<file path="config.mk">
export PLATFORM = sky130hd
export DESIGN_NAME = branch_flag_unit
export DESIGN_NICKNAME = d
export VERILOG_FILES = /design/src/rtl/branch_flag_unit.sv
export SDC_FILE = /design/constraint.sdc
export NUM_CORES = 1
export LEC_CHECK = 0
export BUFFER_PORTS_ARGS = -buffer_cell sky130_fd_sc_hd__buf_2
export CAP_MARGIN = 20
export CORE_AREA = 2 2 174 176
export CTS_CLUSTER_DIAMETER = 120
export DETAILED_ROUTE_END_ITERATION = 6
export DIE_AREA = 0 0 176 178
export PLACE_DENSITY_LB_ADDON = 0.15
export SETUP_SLACK_MARGIN = 0.3
export SYNTH_ARGS = -nofsm -noshare
export SYNTH_HDL_FRONTEND = slang
export SYNTH_SLANG_ARGS = --single-unit
</file>
<file path="constraint.sdc">
create_clock -name clk_i -period 5.1 [get_ports clk_i]
set_input_delay 0.255 -clock clk_i [delete_from_list [all_inputs] [get_ports clk_i]]
set_output_delay 0.255 -clock clk_i [all_outputs]
set_load 0.01 [all_outputs]
</file>
<file path="src/rtl/branch_flag_unit.sv">
`default_nettype none
// ============================================================================
// Module   : branch_flag_unit
// Purpose  : Control-flow stage after the ALU. Latches ALU status flags,
//            resolves conditional/unconditional branches against them (with
//            same-cycle flag forwarding), and keeps a hardware return-address
//            stack for CALL/RET. Produces a registered next-PC for fetch.
// Ports    : clk_i, rst_ni            clock, synchronous active-low reset
//            flag_we_i                capture ALU flags this cycle
//            carry_i, zeroflag_i,
//            msb_i, overflow_i        ALU status outputs
//            instr_valid_i            br_op_i/pc_i/target_i valid
//            br_op_i [3:0]            branch opcode
//            pc_i, target_i           current PC, branch/call destination
//            next_pc_o, taken_o       registered next fetch address / taken
//            out_valid_o              registered: next_pc_o updated
//            flags_o [3:0]            flags register {V,S,C,Z}
//            stack_err_o              sticky return-stack over/underflow
// Revision : 1.0 - initial release
// ============================================================================
module branch_flag_unit #(
  parameter int unsigned PC_W        = 32,
  parameter int unsigned STACK_DEPTH = 8
) (
  input  logic            clk_i,
  input  logic            rst_ni,
  input  logic            flag_we_i,
  input  logic            carry_i,
  input  logic            zeroflag_i,
  input  logic            msb_i,
  input  logic            overflow_i,
  input  logic            instr_valid_i,
  input  logic [3:0]      br_op_i,
  input  logic [PC_W-1:0] pc_i,
  input  logic [PC_W-1:0] target_i,
  output logic [PC_W-1:0] next_pc_o,
  output logic            taken_o,
  output logic            out_valid_o,
  output logic [3:0]      flags_o,
  output logic            stack_err_o
);

  localparam int unsigned IDX_W = (STACK_DEPTH > 1) ? $clog2(STACK_DEPTH) : 1;
  localparam int unsigned PTR_W = IDX_W + 1;
  localparam logic [PTR_W-1:0] PTR_FULL = PTR_W'(STACK_DEPTH);

  localparam logic [3:0] OP_BR   = 4'd1;
  localparam logic [3:0] OP_BZ   = 4'd2;
  localparam logic [3:0] OP_BNZ  = 4'd3;
  localparam logic [3:0] OP_BCY  = 4'd4;
  localparam logic [3:0] OP_BNC  = 4'd5;
  localparam logic [3:0] OP_BMI  = 4'd6;
  localparam logic [3:0] OP_BPL  = 4'd7;
  localparam logic [3:0] OP_BV   = 4'd8;
  localparam logic [3:0] OP_BNV  = 4'd9;
  localparam logic [3:0] OP_CALL = 4'd10;
  localparam logic [3:0] OP_RET  = 4'd11;

  logic [PC_W-1:0]  next_pc_q, next_pc_d;
  logic             taken_q, taken_d;
  logic             out_valid_q, out_valid_d;
  logic [3:0]       flags_q, flags_d;
  logic             stack_err_q, stack_err_d;
  logic [PTR_W-1:0] ptr_q, ptr_d;
  logic [PC_W-1:0]  stack_q [STACK_DEPTH];

  logic [3:0]       alu_flags;
  logic [3:0]       eff_flags;
  logic [PC_W-1:0]  pc_inc;
  logic [PTR_W-1:0] top_ptr;
  logic [IDX_W-1:0] top_idx;
  logic [IDX_W-1:0] push_idx;
  logic             stack_full;
  logic             stack_empty;
  logic             cond_met;
  logic             push;

  assign alu_flags   = {overflow_i, msb_i, carry_i, zeroflag_i};
  // Forward the incoming ALU flags so a branch can test them in the same cycle.
  assign eff_flags   = flag_we_i ? alu_flags : flags_q;
  assign pc_inc      = pc_i + PC_W'(1);
  assign top_ptr     = ptr_q - PTR_W'(1);
  assign top_idx     = top_ptr[IDX_W-1:0];
  assign push_idx    = ptr_q[IDX_W-1:0];
  assign stack_full  = (ptr_q == PTR_FULL);
  assign stack_empty = (ptr_q == '0);

  // Condition evaluation; eff_flags = {V,S,C,Z}.
  always_comb begin
    cond_met = 1'b0;
    case (br_op_i)
      OP_BR:   cond_met = 1'b1;
      OP_BZ:   cond_met =  eff_flags[0];
      OP_BNZ:  cond_met = !eff_flags[0];
      OP_BCY:  cond_met =  eff_flags[1];
      OP_BNC:  cond_met = !eff_flags[1];
      OP_BMI:  cond_met =  eff_flags[2];
      OP_BPL:  cond_met = !eff_flags[2];
      OP_BV:   cond_met =  eff_flags[3];
      OP_BNV:  cond_met = !eff_flags[3];
      default: cond_met = 1'b0;
    endcase
  end

  always_comb begin
    next_pc_d   = next_pc_q;
    taken_d     = taken_q;
    out_valid_d = 1'b0;
    flags_d     = flag_we_i ? alu_flags : flags_q;
    stack_err_d = stack_err_q;
    ptr_d       = ptr_q;
    push        = 1'b0;

    if (instr_valid_i) begin
      out_valid_d = 1'b1;
      next_pc_d   = cond_met ? target_i : pc_inc;
      taken_d     = cond_met;

      if (br_op_i == OP_CALL) begin
        // A CALL always transfers; on a full stack the return address is dropped.
        next_pc_d = target_i;
        taken_d   = 1'b1;
        if (stack_full) begin
          stack_err_d = 1'b1;
        end else begin
          push  = 1'b1;
          ptr_d = ptr_q + PTR_W'(1);
        end
      end else if (br_op_i == OP_RET) begin
        if (stack_empty) begin
          stack_err_d = 1'b1;
        end else begin
          next_pc_d = stack_q[top_idx];
          taken_d   = 1'b1;
          ptr_d     = top_ptr;
        end
      end
    end
  end

  always_ff @(posedge clk_i) begin
    if (!rst_ni) begin
      next_pc_q   <= '0;
      taken_q     <= 1'b0;
      out_valid_q <= 1'b0;
      flags_q     <= '0;
      stack_err_q <= 1'b0;
      ptr_q       <= '0;
    end else begin
      next_pc_q   <= next_pc_d;
      taken_q     <= taken_d;
      out_valid_q <= out_valid_d;
      flags_q     <= flags_d;
      stack_err_q <= stack_err_d;
      ptr_q       <= ptr_d;
    end
  end

  // Stack storage needs no reset: entries above the pointer are never read.
  always_ff @(posedge clk_i) begin
    if (rst_ni && push) begin
      stack_q[push_idx] <= pc_inc;
    end
  end

  assign next_pc_o   = next_pc_q;
  assign taken_o     = taken_q;
  assign out_valid_o = out_valid_q;
  assign flags_o     = flags_q;
  assign stack_err_o = stack_err_q;

endmodule
`default_nettype wire

</file>
==> run_results.csv, run 1 <==
group,metric,value,unit
cells_and_area,layout_common_cells,"edfxtp_1, buf_2, mux4_2",
critical_path,arrival,3.27,ns
synthesis,synth_fp_nets,953,
floorplan,core_area,0.02940,mm2
cts,clk_pin_slew,0.06,ns
floorplan,start_util,44.44,%
critical_path,r2r_end,"stack_q[4][11]$_DFFE_PP_",
synthesis,ys_async_sr_fraction,0,%
drt,vias,8014,
cts,cts_root_buf,"clkbuf_16",
cts,cts_buffer_depth,3,
timing,fmax,329.4,MHz
synthesis,yosysUniqueCellTypes,53,
floorplan,die_y,178,um
placement,place_congestion,0.7785,
power_and_ir_drop,total_power,5.362,mW
global_route,grt.total_usage,21.43,%
critical_path,path_class,"reg2reg",
critical_path,start_kind,"flop",
placement,numPortBuffers,114,
power_and_ir_drop,power.density,351.6,mW/mm2
timing,rsz0062_at_grt,"no",
placement,dp_slack,1.692,ns
synthesis,yosysWarningCount,0,
global_route,grt_pass1_vias,8024,
timing,fin_worst_skew,0.008243,ns
drt,post_drt_via_cell_ratio,5.676,
cells_and_area,area_delta_synth_final,16.71,%
cells_and_area,fill_cells,2444,
drt,drcViolationCount,0,
cells_and_area,final_util,51.87,%
timing,slew_headroom,25.68,%
drt,wire_per_inst,23.49,um
cells_and_area,drive_gt1_share,27.91,%
synthesis,yosysSeqAreaShare,65.42,%
cells_and_area,mostFrequentLayoutCell,"edfxtp_1",
timing,finalHoldViolCount,0,
cells_and_area,stdcell_count,1412,
global_route,antenna_found_initial,0,
cts,cts_tree,"built",
global_route,overflow,0,
placement,dpl.hpwl,20610,um
cts,clkSinkCount,299,
global_route,grt_pass1_wl,49770,um
critical_path,r2r_slack,2.06,ns
synthesis,synth_area,0.01307,mm2
synthesis,synth_area_per_cell,14.95,um2
critical_path,endpoint,"stack_q[4][11]$_DFFE_PP_",
synthesis,ys_ff_latch,299,
cells_and_area,fin_nets,1076,
floorplan,die_x,176,um
drt,dr.first_iter.drc_count,626,
drt,detail-route-antenna-nets,0,
outcome,status,"completed",
floorplan,fp-row-count,63,
critical_path,path_max_fanout,21,
min_path,whs_path_depth,3,
cts,clk_latency,0.54,ns
placement,dp_cells,1341,
critical_path,worstSetupStartpoint,"ptr_q[1]$_SDFFE_PN0P_",
drt,wl,33170,um
timing,slew_viol_final,0,
synthesis,syn_inst,874,
critical_path,reg2reg_from,"ptr_q[1]$_SDFFE_PN0P_",
timing,setup-tns-final,0,ns
synthesis,synth_edf_count,256,
min_path,min_path_type,"in2reg",
cts,cts_inserted_buffers,31,
min_path,hold_start,"carry_i",
critical_path,worstSetupEndpointType,"flop",
drt,dr.pass1.iters,5,
timing,tightest_slew,1.115,ns
power_and_ir_drop,power.leakage,5.176,nW
power_and_ir_drop,ir_drop,0.0002413,V
job,cap_viol_max_count,0,
timing,post-route-min-period,3.036,ns
synthesis,synth_ff_type,"edfxtp_1",
floorplan,dieArea,0.03133,mm2
cts,htree_levels,1,
floorplan,ios,115,
critical_path,worst_ep_required_time,5.33,ns
timing,finalWorstSetupSlack,2.064,ns
critical_path,worst_r2r_path_depth,8,
global_route,grt_start_max_net_pins,52,
timing,setup_viol,0,
cts,cts_setup_buffers,0,
timing,finalCritPeriodShare,59.53,%
[routing by layer]
metal  wire, um  part of all wire, %  vias up  global-route usage (%)
li1           -                    -     3634                       -
met1      15020                   45     4130                   29.86
met2      16170                   49      214                   36.24
met3       1434                  4.3       36                   2.771
met4        548                  1.7        0                   4.924
met5          0                    0        -                       0
[cell usage after synthesis, drive strengths merged (15+ instances only)]
master / count / area [um2]
edfxtp: 256 / 7687
mux4: 64 / 1441
nand2: 63 / 236.5
o21ai: 45 / 225.2
dfxtp: 43 / 860.8
nand3: 42 / 210.2
nor2: 41 / 153.9
clkbuf: 30 / 142.6
inv: 30 / 112.6
buf: 25 / 136.4
mux2i: 22 / 220.2
o22ai: 22 / 137.6
xnor2: 20 / 175.2
or2: 17 / 106.4
xor2: 17 / 156.4
a32o: 15 / 150.1
[worst max-delay path, cell delays in order (launching register included)]
cell     delay [ns]
dfxtp_1        0.50
inv_1          0.12
ha_2           0.22
nor2b_1        0.19
nand2_1        0.11
and3_1         0.17
nand2_1        0.21
nor2_4         0.80
buf_4          0.39
[cells by family after synthesis]
logic type,synth area share [%]
buffers and inverters,2.997
and+or+nand+nor,9.576
AOI/OAI and AO/OA,6.464
DFF,65.42
xor gates and xnor gates,2.538
muxes,12.72
adders and majority gates,0.2873
[where the power goes]
part | switching [mW] | internal (mW)
Clock | 0.908 | 1.33
Combinational | 0.244 | 0.167
Sequential | 0.0224 | 2.69
[through the flow]
stage	cell area [um2]	hold WS (ns)
6_report	15250	0.01063
3_3_place_gp	14070	0.4509
2_1_floorplan	13070	0.3922
5_1_grt	15250	0.02335
3_5_place_dp	14070	0.4616
4_1_cts	15190	0.001090
[area by class of cell]
type | instances | area, um2 | share of cell area (%)
antenna | 1 | 2.502 | 0.01641
clock buffer | 36 | 814.5 | 5.341
clock inverter | 21 | 193.9 | 1.272
inverter | 30 | 112.6 | 0.7384
multi-input combinational | 490 | 4203 | 27.56
sequential | 299 | 8552 | 56.08
tap | 390 | 488.0 | 3.200
timing repair buffer | 145 | 883.3 | 5.793
[registers in the layout, indices dropped and copies added (netlist names)]
register	flops
taken_o	1
out_valid_o	1
flags_o	4
stack_q	256
ptr_q	4
stack_err_o	1
next_pc_o	32
[worst min-delay path by stage]
stage | end | slack (ns)
2_1_floorplan | out_valid_o$_SDFF_PN0_ | 0.39
3_5_place_dp | stack_err_o$_SDFFE_PN0P_ | 0.46
6_report | flags_o[1]$_SDFF_PN0_ | 0.01
4_1_cts | flags_o[1]$_SDFF_PN0_ | 0.001
3_3_place_gp | stack_err_o$_SDFFE_PN0P_ | 0.45
5_1_grt | flags_o[3]$_SDFF_PN0_ | 0.02
[what timing repair did]
action / CTS / global route
resized for setup: 0 / 0
endpoints found under the hold margin: 11 / 0
hold buffers: 11 / 0
Power figures use the tool's default switching activity.
==> run 2, diff against run 1 <==
Settings changed: ABC_AREA set to 1, CORE_AREA 2 2 174 176 to 2 2 180 182, DIE_AREA 0 0 176 178 to 0 0 182 184.
Clock period 5.1 ns to 2.9 ns, I/O delays scaled along.
==> run 2 against run 1 <==
  * Register-to-register slack got worse by 1.6 ns
  * Highest routed layer unchanged
  * Total power grew 79%
  * Die area increased by 6.9%
  * Clock power is 84% higher
  * Synthesized area is 7.7% higher
  * Sequential share of layout area fell by 4.9 points
  * Maximum frequency increased by 24%
  * Global-route usage grew 3.5 points
  * Synthesized cell count increased by 78%
  * Clock skew up 0.016 ns
  * Combinational power is 79% higher
  * Sequential power increased by 75%
==> run_results.csv, run 2 <==
group,metric,value,unit
timing,finalWorstSetupSlack,0.4614,ns
cts,clk_pin_slew,0.06,ns
synthesis,yosys.area.top_type,"edfxtp_1",
cts,cts_inserted_buffers,34,
synthesis,synth_top_family_by_area,"simple AND/OR/NAND/NOR gates",
cts,cts_setup_buffers,0,
synthesis,synthMuxAreaShare,0,%
synthesis,synth_top_area_share,54.61,%
drt,detail-route-antenna-nets,0,
synthesis,synth_compound_area_share,3.796,%
floorplan,ios,115,
cells_and_area,max_flop_register,"stack_q",
drt,wl,41400,um
cells_and_area,diodes,0,
drt,dr.pass1.iters,5,
cells_and_area,area_delta_synth_final,18.61,%
critical_path,worst_ep_required_time,3.05,ns
cts,clk_latency,0.51,ns
synthesis,yosys.area_share.adder,0.2667,%
timing,setup_viol,0,
synthesis,ys_ff_latch,299,
synthesis,synth_area_per_cell,9.023,um2
cts,cts_root_buf,"clkbuf_16",
timing,finalHoldViolCount,0,
min_path,hold_start,"carry_i",
timing,fin_worst_skew,0.02467,ns
cells_and_area,fin_nets,1783,
min_path,min_path_type,"in2reg",
timing,hold-worst-slack,0.006570,ns
synthesis,synth_area,0.01408,mm2
drt,vias,11400,
power_and_ir_drop,ir_drop,0.0004343,V
cts,cts_tree,"built",
timing,slew_headroom,35.56,%
timing,finalCritPeriodShare,84.09,%
timing,tightest_slew,0.9666,ns
global_route,grt_pass1_wl,63960,um
synthesis,yosysUniqueCellTypes,31,
cts,cts_buffer_depth,3,
cells_and_area,stdcell_count,2130,
synthesis,synth_edf_count,256,
floorplan,die_x,182,um
drt,dr.first_iter.drc_count,1002,
critical_path,reg2reg_from,"ptr_q[1]$_SDFFE_PN0P_",
critical_path,arrival,2.59,ns
cts,clkSinkCount,299,
cells_and_area,mostFrequentLayoutCell,"nand2_1",
placement,dp_slack,0.4726,ns
critical_path,r2r_slack,0.46,ns
cells_and_area,layout_common_cells,"nand2_1, nand3_1, edfxtp_1",
synthesis,yosysMostFrequentCell,"nand2_1",
cells_and_area,drive_gt1_share,14.29,%
min_path,hold-path-endpoint,"flags_o[1]$_SDFF_PN0_",
job,cap_viol_max_count,0,
synthesis,ys_async_sr_fraction,0,%
outcome,status,"completed",
cells_and_area,fill_cells,2890,
synthesis,synth_fp_nets,1639,
timing,post-route-min-period,2.439,ns
synthesis,yosys.area_share.simple,28.57,%
global_route,antenna_found_initial,1,
timing,slew_viol_final,0,
placement,dpl.hpwl,24890,um
critical_path,r2r_end,"stack_q[1][17]$_DFFE_PP_",
placement,dp_cells,2039,
cts,htree_levels,2,
synthesis,syn_inst,1560,
floorplan,start_util,44.84,%
critical_path,worstSetupEndpointType,"flop",
synthesis,yosysWarningCount,0,
cells_and_area,final_util,53.18,%
synthesis,synthTopCellsByCount,"nand2_1, nand3_1, edfxtp_1, inv_1, nor2_1",
timing,fmax,410.1,MHz
synthesis,synth_ff_type,"edfxtp_1",
timing,rsz0062_at_grt,"yes",
cells_and_area,final_area,0.01670,mm2
synthesis,yosysSeqAreaShare,60.73,%
placement,place_congestion,0.8583,
placement,numPortBuffers,114,
critical_path,path_class,"reg2reg",
critical_path,path_max_fanout,22,
global_route,grt_start_max_net_pins,133,
global_route,overflow,0,
critical_path,worst_r2r_path_depth,8,
power_and_ir_drop,total_power,9.612,mW
power_and_ir_drop,power.leakage,6.782,nW
drt,drcViolationCount,0,
floorplan,fp-row-count,65,
timing,setup-tns-final,0,ns
drt,wire_per_inst,19.44,um
min_path,whs_path_depth,5,
synthesis,synth_xor_area_share,0.8622,%
floorplan,die_y,184,um
cells_and_area,largest_reg_flops,256,
drt,post_drt_via_cell_ratio,5.351,
synthesis,synth_area_leaders,"edfxtp_1, nand2_1, nand3_1",
global_route,grt.total_usage,24.95,%
floorplan,dieArea,0.03349,mm2
floorplan,core_area,0.03139,mm2
critical_path,start_kind,"flop",
global_route,grt_pass1_vias,11010,
power_and_ir_drop,power.density,575.7,mW/mm2
placement,dpl_cell_area,0.01531,mm2
-- run 2: changes by cell type after synthesis, moves of 15 or more --
cell	delta
mux4_2	-64
nand2_1	+479
mux2i_1	-22
o22ai_1	-20
nor2_1	+49
a32o_1	-15
buf_2	+28
or2_2	-17
nand3_1	+250
a21oi_1	+33
inv_1	+65
-- run 2: timing repair --
item	CTS	global route
hold endpoints to repair	31	0
gates resized for setup	0	3
endpoints found under the setup margin	0	3
hold buffers	31	0
-- run 2: logic make-up (layout without fill, tap and decap cells) --
| family | count (synthesis) | after routing |
|---|---|---|
| flops | 299 | 299 |
| simple gates | 952 | 952 |
| compound gates | 103 | 103 |
| buf+inv | 190 | 358 |
| fa+ha+maj | 3 | 3 |
| xor+xnor | 13 | 13 |
-- run 2: power by group --
part	internal, mW	switching (mW)	total [mW]
Combinational	0.254	0.482	0.737
Sequential	4.72	0.0322	4.75
Clock	2.46	1.67	4.13
Total	7.43	2.18	9.61
-- run 2: worst max-delay path by stage --
stage | slack (ns) | end | from | depth (start not counted)
5_1_grt | 0.28 | next_pc_o[2]$_SDFFE_PN0P_ | ptr_q[1]$_SDFFE_PN0P_ | 9
2_1_floorplan | 0.29 | stack_q[4][0]$_DFFE_PP_ | ptr_q[0]$_SDFFE_PN0P_ | 10
3_5_place_dp | 0.47 | next_pc_o[26]$_SDFFE_PN0P_ | ptr_q[1]$_SDFFE_PN0P_ | 10
3_3_place_gp | 0.52 | next_pc_o[26]$_SDFFE_PN0P_ | ptr_q[1]$_SDFFE_PN0P_ | 10
4_1_cts | 0.47 | next_pc_o[31]$_SDFFE_PN0P_ | ptr_q[1]$_SDFFE_PN0P_ | 11
6_report | 0.46 | stack_q[1][17]$_DFFE_PP_ | ptr_q[1]$_SDFFE_PN0P_ | 8
-- run 2: per-layer routing --
metal | vias to the layer above | GRT usage (%) | share of wire [%]
met4 | 0 | 9.065 | 3.2
met2 | 386 | 43.25 | 49
li1 | 5515 | - | -
met5 | - | 0 | 0
met3 | 78 | 3.110 | 5.2
met1 | 5419 | 32.30 | 43
-- run 2: worst max-delay path: stages, from the launching register on --
cell and delay, ns:
dfxtp_1 0.51, inv_1 0.27, ha_4 0.26, nand3_2 0.08, nand2_2 0.08, nor2_2 0.14
nand2_1 0.19, nor2_4 0.16, buf_4 0.38
-- run 2: final cells by class --
cell class | count | area (um2) | share of cell area (%)
Tap cell | 402 | 503.0 | 3.013
Multi-Input combinational cell | 1071 | 4833 | 28.95
Sequential cell | 299 | 8552 | 51.22
Timing Repair Buffer | 192 | 1338 | 8.011
Inverter | 106 | 401.6 | 2.406
Clock buffer | 49 | 948.4 | 5.680
Clock inverter | 11 | 120.1 | 0.7194
